<file path="config.mk">
export PLATFORM = sky130hd
export DESIGN_NAME = ifetch
export DESIGN_NICKNAME = d
export VERILOG_FILES = /design/src/rtl/riscv_pkg.sv /design/src/rtl/ifetch_fifo.sv /design/src/rtl/ifetch.sv
export SDC_FILE = /design/constraint.sdc
export NUM_CORES = 1
export LEC_CHECK = 0
export BUFFER_PORTS_ARGS = -buffer_cell sky130_fd_sc_hd__buf_4
export CORE_MARGIN = 5
export CORE_UTILIZATION = 40
export DETAILED_ROUTE_END_ITERATION = 16
export PLACE_DENSITY_LB_ADDON = 0.08
export SYNTH_ARGS = -nofsm -noshare
export SYNTH_HDL_FRONTEND = slang
export SYNTH_SLANG_ARGS = --single-unit
</file>
<file path="constraint.sdc">
create_clock -name clk -period 5.2 [get_ports clk]
set_input_delay 0.52 -clock clk [delete_from_list [all_inputs] [get_ports clk]]
set_output_delay 0.52 -clock clk [all_outputs]
set_load 0.1 [all_outputs]
</file>
<file path="src/rtl/riscv_pkg.sv">
// Shared RISC-V front-end definitions: opcode constants and the fetch FSM state type.
package riscv_pkg;

  localparam logic [6:0] OP_RTYPE  = 7'b0110011;
  localparam logic [6:0] OP_LOAD   = 7'b0000011;
  localparam logic [6:0] OP_STORE  = 7'b0100011;
  localparam logic [6:0] OP_BRANCH = 7'b1100011;
  localparam logic [6:0] OP_JAL    = 7'b1101111;
  localparam logic [6:0] OP_IMM    = 7'b0010011;

  typedef enum logic [1:0] {
    IDLE  = 2'd0,
    RUN   = 2'd1,
    DRAIN = 2'd2
  } fetch_state_t;

endpackage

</file>
<file path="src/rtl/ifetch_fifo.sv">
// Small synchronous FIFO holding {pc, instruction} pairs; flush empties it in one cycle.
module ifetch_fifo #(
  parameter int WIDTH = 64,
  parameter int DEPTH = 2,
  parameter int CW    = $clog2(DEPTH + 1)
) (
  input  logic             clk,
  input  logic             rst,
  input  logic             push,
  input  logic             pop,
  input  logic             flush,
  input  logic [WIDTH-1:0] din,
  output logic [WIDTH-1:0] dout,
  output logic [CW-1:0]    count
);

  localparam int PW = (DEPTH > 1) ? $clog2(DEPTH) : 1;

  logic [WIDTH-1:0] mem [DEPTH];
  logic [PW-1:0]    wr_ptr_reg;
  logic [PW-1:0]    rd_ptr_reg;
  logic [CW-1:0]    count_reg;

  function automatic logic [PW-1:0] ptr_inc(input logic [PW-1:0] p);
    return (p == PW'(DEPTH - 1)) ? '0 : p + PW'(1);
  endfunction

  always_ff @(posedge clk) begin
    if (push && !flush) begin
      mem[wr_ptr_reg] <= din;
    end
  end

  always_ff @(posedge clk) begin
    if (rst || flush) begin
      wr_ptr_reg <= '0;
      rd_ptr_reg <= '0;
      count_reg  <= '0;
    end else begin
      if (push) wr_ptr_reg <= ptr_inc(wr_ptr_reg);
      if (pop)  rd_ptr_reg <= ptr_inc(rd_ptr_reg);
      count_reg <= count_reg + CW'(push) - CW'(pop);
    end
  end

  assign dout  = mem[rd_ptr_reg];
  assign count = count_reg;

endmodule

</file>
<file path="src/rtl/ifetch.sv">
// Instruction fetch: owns the PC, issues credit-limited in-order imem reads, buffers
// returned words and discards responses made stale by a ctrl redirect.
module ifetch
  import riscv_pkg::*;
#(
  parameter int             XLEN     = 32,
  parameter logic [XLEN-1:0] RESET_PC = '0,
  parameter int             DEPTH    = 2
) (
  input  logic            clk,
  input  logic            rst,
  output logic            imem_req_valid,
  input  logic            imem_req_ready,
  output logic [XLEN-1:0] imem_req_addr,
  input  logic            imem_rsp_valid,
  input  logic [31:0]     imem_rsp_data,
  input  logic            PCSrc,
  input  logic [XLEN-1:0] PCTarget,
  output logic            instr_valid,
  input  logic            instr_ready,
  output logic [31:0]     instr,
  output logic [XLEN-1:0] instr_pc,
  output logic [6:0]      op,
  output logic [2:0]      funct3,
  output logic            funct7
);

  localparam int CW = $clog2(DEPTH + 1);

  fetch_state_t      state_reg, state_next;
  logic [XLEN-1:0]   fetch_pc_reg;
  logic [CW-1:0]     inflight_reg, inflight_next;
  logic [CW-1:0]     drop_reg, drop_next;
  logic [CW-1:0]     count;
  logic [XLEN+31:0]  head;
  logic [31:0]       last_instr_reg;
  logic [XLEN-1:0]   last_pc_reg;
  logic [XLEN-1:0]   target_aligned;
  logic              req_fire, instr_fire, redirect, rsp_ok, push;

  assign target_aligned = PCTarget & ~XLEN'(3);
  assign imem_req_valid = (state_reg == RUN) && ((int'(inflight_reg) + int'(count)) < DEPTH);
  assign imem_req_addr  = fetch_pc_reg;
  assign instr_valid    = (count != '0);
  assign req_fire       = imem_req_valid && imem_req_ready;
  assign instr_fire     = instr_valid && instr_ready;
  assign redirect       = instr_fire && PCSrc;
  // A response with nothing outstanding belongs to no request (e.g. one issued before reset).
  assign rsp_ok         = imem_rsp_valid && (inflight_reg != '0);
  assign push           = rsp_ok && (state_reg == RUN) && !redirect;
  assign inflight_next  = inflight_reg + CW'(req_fire) - CW'(rsp_ok);

  always_comb begin
    state_next = state_reg;
    drop_next  = drop_reg;
    case (state_reg)
      IDLE: state_next = RUN;
      RUN: begin
        if (redirect) begin
          drop_next  = inflight_next;
          state_next = (inflight_next != '0) ? DRAIN : RUN;
        end
      end
      DRAIN: begin
        if (rsp_ok && drop_reg != '0) drop_next = drop_reg - CW'(1);
        if (drop_next == '0) state_next = RUN;
      end
      default: state_next = IDLE;
    endcase
  end

  always_ff @(posedge clk) begin
    if (rst) begin
      state_reg      <= IDLE;
      fetch_pc_reg   <= RESET_PC;
      inflight_reg   <= '0;
      drop_reg       <= '0;
      last_instr_reg <= '0;
      last_pc_reg    <= RESET_PC;
    end else begin
      state_reg    <= state_next;
      inflight_reg <= inflight_next;
      drop_reg     <= drop_next;
      if (redirect)      fetch_pc_reg <= target_aligned;
      else if (req_fire) fetch_pc_reg <= fetch_pc_reg + XLEN'(4);
      if (instr_valid) begin
        last_instr_reg <= head[31:0];
        last_pc_reg    <= head[XLEN+31:32];
      end
    end
  end

  ifetch_fifo #(
    .WIDTH(XLEN + 32),
    .DEPTH(DEPTH),
    .CW   (CW)
  ) u_fifo (
    .clk  (clk),
    .rst  (rst),
    .push (push),
    .pop  (instr_fire),
    .flush(redirect),
    .din  ({fetch_pc_of_rsp(), imem_rsp_data}),
    .dout (head),
    .count(count)
  );

  // PC of the returning word: requests are in order, so it trails fetch_pc by the
  // number of requests still outstanding.
  function automatic logic [XLEN-1:0] fetch_pc_of_rsp();
    return fetch_pc_reg - (XLEN'(inflight_reg) << 2);
  endfunction

  assign instr    = instr_valid ? head[31:0] : last_instr_reg;
  assign instr_pc = instr_valid ? head[XLEN+31:32] : last_pc_reg;
  assign op       = instr[6:0];
  assign funct3   = instr[14:12];
  assign funct7   = instr[30];

  assert property (@(posedge clk) disable iff (rst) imem_rsp_valid |-> inflight_reg != '0);

endmodule

</file>
* After elaboration in Yosys (flattened, before gate mapping)
Memory sizes are Yosys's and may differ from the RTL's. A register that Yosys moved wholly into a read port is not among the register bits.
Cells that the tools add are included.
** Storage, ports and cells
- Bits in writable memories :: 128
- Input bits :: 70
- Register bits after elaboration :: 106
- Memories :: 1
- Word-level logic and storage cells :: 66
** Memory list
- u_fifo.mem :: words 2, bits a word 64, rd ports 1, clocked after memory_dff 1, wr ports 1, RTL line ifetch_fifo.sv:19 : logic [WIDTH-1:0] mem [DEPTH];
** Operators by class
- Multiplexer cells :: 18
- Add/sub/neg operators :: 10
- Order comparisons :: 1
- Reduce and logical (&&, ||, !) cells :: 22
- Eq/ne operators :: 4
** Operator list (count)
- 32-bit 2-to-1 mux :: 4
- 32-bit by 3-bit adder with 32-bit output (second input constant) :: 1
- 32-bit by 4-bit subtractor with 32-bit output :: 1
- 2-bit 2-to-1 mux :: 6
- 2-bit nonzero test :: 6
- 1-bit logical AND :: 9
- 1-bit 2-to-1 mux :: 6
- 2-bit one-hot mux with 3 select lines :: 1
- 2-bit by 1-bit adder with 2-bit output :: 2
- 2-bit zero test :: 2
- 2-bit one-hot mux with 2 select lines :: 1
- 2-bit AND reduction :: 2
- 2-bit by 1-bit subtractor with 2-bit output :: 2
- 2-bit by 2-bit adder with 3-bit output :: 1
- 3-bit by 2-bit < comparator with 1-bit output (second input constant) :: 1
- 1-bit adder (second input constant) :: 2
- 2-bit by 1-bit equality test with 1-bit output (second input constant) :: 1
- 2-bit equality test (second input constant) :: 1
- 2-bit by 1-bit != test with 1-bit output (second input constant) :: 1
- 2-bit != test (second input constant) :: 1
- 2-bit OR reduction :: 1
- 2-bit by 1-bit subtractor with 2-bit output (second input constant) :: 1
- 1-bit zero test :: 1
- 1-bit logical OR :: 1

* Longest topological paths before layout
- Depth in word-level cells :: 10
- Depth in mapped cells :: 12
- Gate-level depth less buffers :: 12

* By module
From an unflattened synthesis, not the netlist that was laid out.
** Second synthesis, totals
- Cells, all modules :: 823
- Area total of the unflattened synthesis :: 10581.4 um^2
** By module, submodules not included
- ifetch :: cells each 605, instances 1, area an instance 5447.7 um^2
- ifetch_fifo :: cells each 218, instances 1, area an instance 5133.7 um^2

* Worst setup path after synthesis
No wires, ideal clock.
- Path kind :: input -> register
- From :: input port imem_rsp_valid
- To :: memory u_fifo.mem[0][0] (enable)
- Arrival :: 4061 ps
- Setup slack :: 649 ps
- Stages on the path :: 3
- Buffers on the path :: 0
- Path through :: o21ai_0 nor4b_1 nor2b_1
** On the way
- Longest elaborated chain between the ends :: 6
** Ends and longest elaborated chain
- from (decl) :: RTL line ifetch.sv:15 : input logic imem_rsp_valid,
- 1-bit logical AND :: RTL line ifetch.sv:49 : assign rsp_ok = imem_rsp_valid && (inflight_reg != '0);
- 1-bit logical AND (2 in a row) :: RTL line ifetch.sv:50 : assign push = rsp_ok && (state_reg == RUN) && !redirect;
- net push :: RTL line ifetch.sv:39 : logic req_fire, instr_fire, redirect, rsp_ok, push;
- 1-bit logical AND :: RTL line ifetch_fifo.sv:29 : if (push && !flush) begin
- 1-bit 2-to-1 mux :: RTL line ifetch_fifo.sv:29
- 1-bit 2-to-1 mux (implied by the code) :: RTL line ifetch_fifo.sv:30 : mem[wr_ptr_reg] <= din;
- to (decl) :: RTL line ifetch_fifo.sv:19
The timed path passes the listed nets, and every way through them passes these cells.

* Final worst setup path
- From :: register u_fifo.count_reg[1] (netlist: u_fifo.count[1])
- To :: output port instr[5]
** On the way
- Longest elaborated chain between the ends :: 2
** Ends and longest elaborated chain
- from (decl) :: RTL line ifetch_fifo.sv:22 : logic [CW-1:0] count_reg;
- from (signal assigned) :: RTL line ifetch_fifo.sv:42 : count_reg <= count_reg + CW'(push) - CW'(pop);
- 2-bit nonzero test :: RTL line ifetch.sv:44 : assign instr_valid = (count != '0);
- 32-bit 2-to-1 mux
- to (decl) :: RTL line ifetch.sv:21 : output logic [31:0] instr,
Every way passes these cells.

==> run metrics <==
Worst EP required=4.68 ns; Final Cycle Share=0.628; Finished Layout Cells=1,340; Worst setup EP type=output port; root buffer cell=clkbuf_16; Reg clk slew, reported paths=0.06 ns; # DRC=0; H-Tree Depth=1; Synth area leaders=edfxtp_1 38%, dfxtp_1 22%, mux2i_1 6.5%; number of flip-flops in the largest register=124; largest net degree at the start of global routing=81; Finished Cell Area=0.0121 mm^2; Global Route Usage Sum=0.156; Distinct cells, synth=52; layout cells sized above 1=0.241; initial antenna violation count=1; vias=6,505; crit path DAT=2.75 ns; Hold Path Origin=imem_rsp_data[26]; Cell Chain, Critical Path=nor2_4 > buf_12 > nand2_1 > o21ai_0 > buf_4; type of origin of the critical path=flop; R2R Setup Slk=2.07 ns; WL/cell=16.5 um; IO Pins=179; PortBufs=174; fin. max-slew vios=0; total negative slack=0 ns; post-DP HPWL=14.5 mm; Max stage delay on crit path=0.80 ns; placed cells=1,292; Remaining Overflow, GRT=0; die area=0.0276 mm^2; Worst path slowest cell=nor2_4; initial DRC count=367; cell taking the most area after synthesis=edfxtp_1; Placer Congestion=0.727; die width=166 um; clock latency on the worst-skew pair=0.52 ns; final net count=1,076; Worst Path Max Fanout=80; starting density of the core=0.403; number of synthesized flops with an enable pin=124; DR vias/cell=4.85; dpl cell area=0.0112 mm^2; RSZ-0062 raised after global routing=false; global-route wire length before repair=35.3 mm; TritonCTS clock tree=yes; Bufs and invs on worst path=2; DR pass1 iterations=4; async set-or-reset flop fraction in the synthesized netlist=0; mapped cell area=0.00975 mm^2; status=finished clean; RR Startpoint=u_fifo.count[0]$_SDFF_PP0_; Seq/Total Area, Yosys=0.597; Hold Buf Count CTS=0; row count=57; Max Cap Viol=0; Worst Setup SP=u_fifo.count[1]$_SDFF_PP0_; vias in the first global route=6,388; Final setup viols=0; Area Growth Syn to Fin=24.4%; die height=166 um; DRT antenna net count=0; Slew headroom=0.308; Resize count post-CTS=0; clk buf depth=3; Hold Crit Class=in -> reg; ys flop type=edfxtp_1; number of diodes=0; CTS Buf Count=26; clock sink count=229; Slew @ Worst Pin=1.04 ns; Synth Register Bits=229; final hold violation count=0; Core Box Area=0.0242 mm^2; cell family with most CP delay=simple AND/OR/NAND/NOR gates; Fmax=0.306 GHz; Synth Area per Inst=11.4 um^2; CP Class=reg -> out; min Tclk post-route=3.27 ns; Mapped Cells=852; Max Clock Skew=0.0114 ns; # Post-CTS Setup Buffers=0; top-area cell type share of the netlist area=0.382; Post-Route WL=22.1 mm; Synth Warn #=0
[cell usage after synthesis (2+ instances only)]
cell type  instances
mux2i_1           63
a211oi_1          24
and4_1             2
nand2_1           87
nor4_2             4
inv_1             21
buf_1              3
o211a_1            2
nand3_1           13
and3_1             7
nor2_1            58
xor2_1            22
fa_1               2
edfxtp_1         124
nor4_1             6
buf_4             13
dfxtp_1          105
and2_1             6
a211oi_2           2
ha_1               8
nor3_2             3
or3_1              4
nor2b_1           65
buf_2              9
nor3_1            19
a21oi_1            3
nand4_1            4
xnor2_1           38
o21ai_0           64
a22o_1             4
or4_1              5
nand2b_1           3
clkbuf_1          39
nand3_4            2
[worst register-to-register path: cells and delay by family (launching register included)]
| kind | cells | cell delay, ns |
|---|---|---|
| xor gates and xnor gates | 2 | 0.39 |
| AOI/OAI and AO/OA | 2 | 0.40 |
| buffers and inverters | 2 | 0.29 |
| DFF | 1 | 0.42 |
| and+or+nand+nor | 4 | 0.65 |
| adders and majority gates | 3 | 0.92 |
[cell usage in the layout, fill, tap and decap left out, types with 5 or more instances in the layout]
cell and n:
a211oi_1 24, and2_1 5, and3_1 7, buf_4 178, clkbuf_16 27, clkinv_2 10
dfxtp_1 104, edfxtp_1 124, ha_1 8, inv_1 21, mux2i_1 63, nand2_1 86
nand3_1 13, nor2_1 57, nor2b_1 64, nor3_1 19, nor4_1 6, o21ai_0 64
or4_1 5, xnor2_1 38, xor2_1 22
[kinds of logic (layout without fill, tap and decap cells)]
| kind of cell | after synthesis | after routing | synth area share |
|---|---|---|---|
| simple gates | 296 | 296 | 0.161 |
| flops | 229 | 229 | 0.597 |
| compound gates | 107 | 107 | 0.0681 |
| buf+inv | 86 | 249 | 0.0400 |
| mux | 63 | 63 | 0.0647 |
| xor+xnor | 60 | 60 | 0.0539 |
| fa+ha+maj | 10 | 10 | 0.0144 |
| other cells | 1 | 2 | 0.000385 |
[per-layer routing]
layer  GRT usage  wire length (um)
met5           0                20
met4      0.0398               525
met2       0.257             10300
met1       0.211             10100
met3      0.0321              1140
[worst paths after layout]
kind	to	cells past startpoint
worst max-delay path	instr[5]	5
worst min-delay path	u_fifo.mem[0][26]$_DFFE_PP_	1
worst max register to register	state_reg[0]$_SDFFE_PP0P_	13
worst min register to register	u_fifo.rd_ptr_reg$_SDFFE_PP0P_	2
[stage by stage]
step           setup slack, ns  utilization  hold WS (ns)
2_1_floorplan            0.649            -         0.476
3_3_place_gp              2.08        0.465         0.495
3_5_place_dp              2.08        0.465         0.504
4_1_cts                   1.85        0.502         0.153
5_1_grt                   1.67        0.502         0.161
6_report                  1.93        0.502         0.186
[cell type report]
class	instances	area [um^2]
repair buffers	180	1380
multi-input cells	538	3560
inverters	21	78.8
clock inverters	15	153
well taps	324	405
flip-flops and latches	229	5830
fillers	2212	12000
clock buffers	33	728
Power is not shown: default switching activity piles up to over one toggle a cycle in this logic, so the estimate is an artifact.
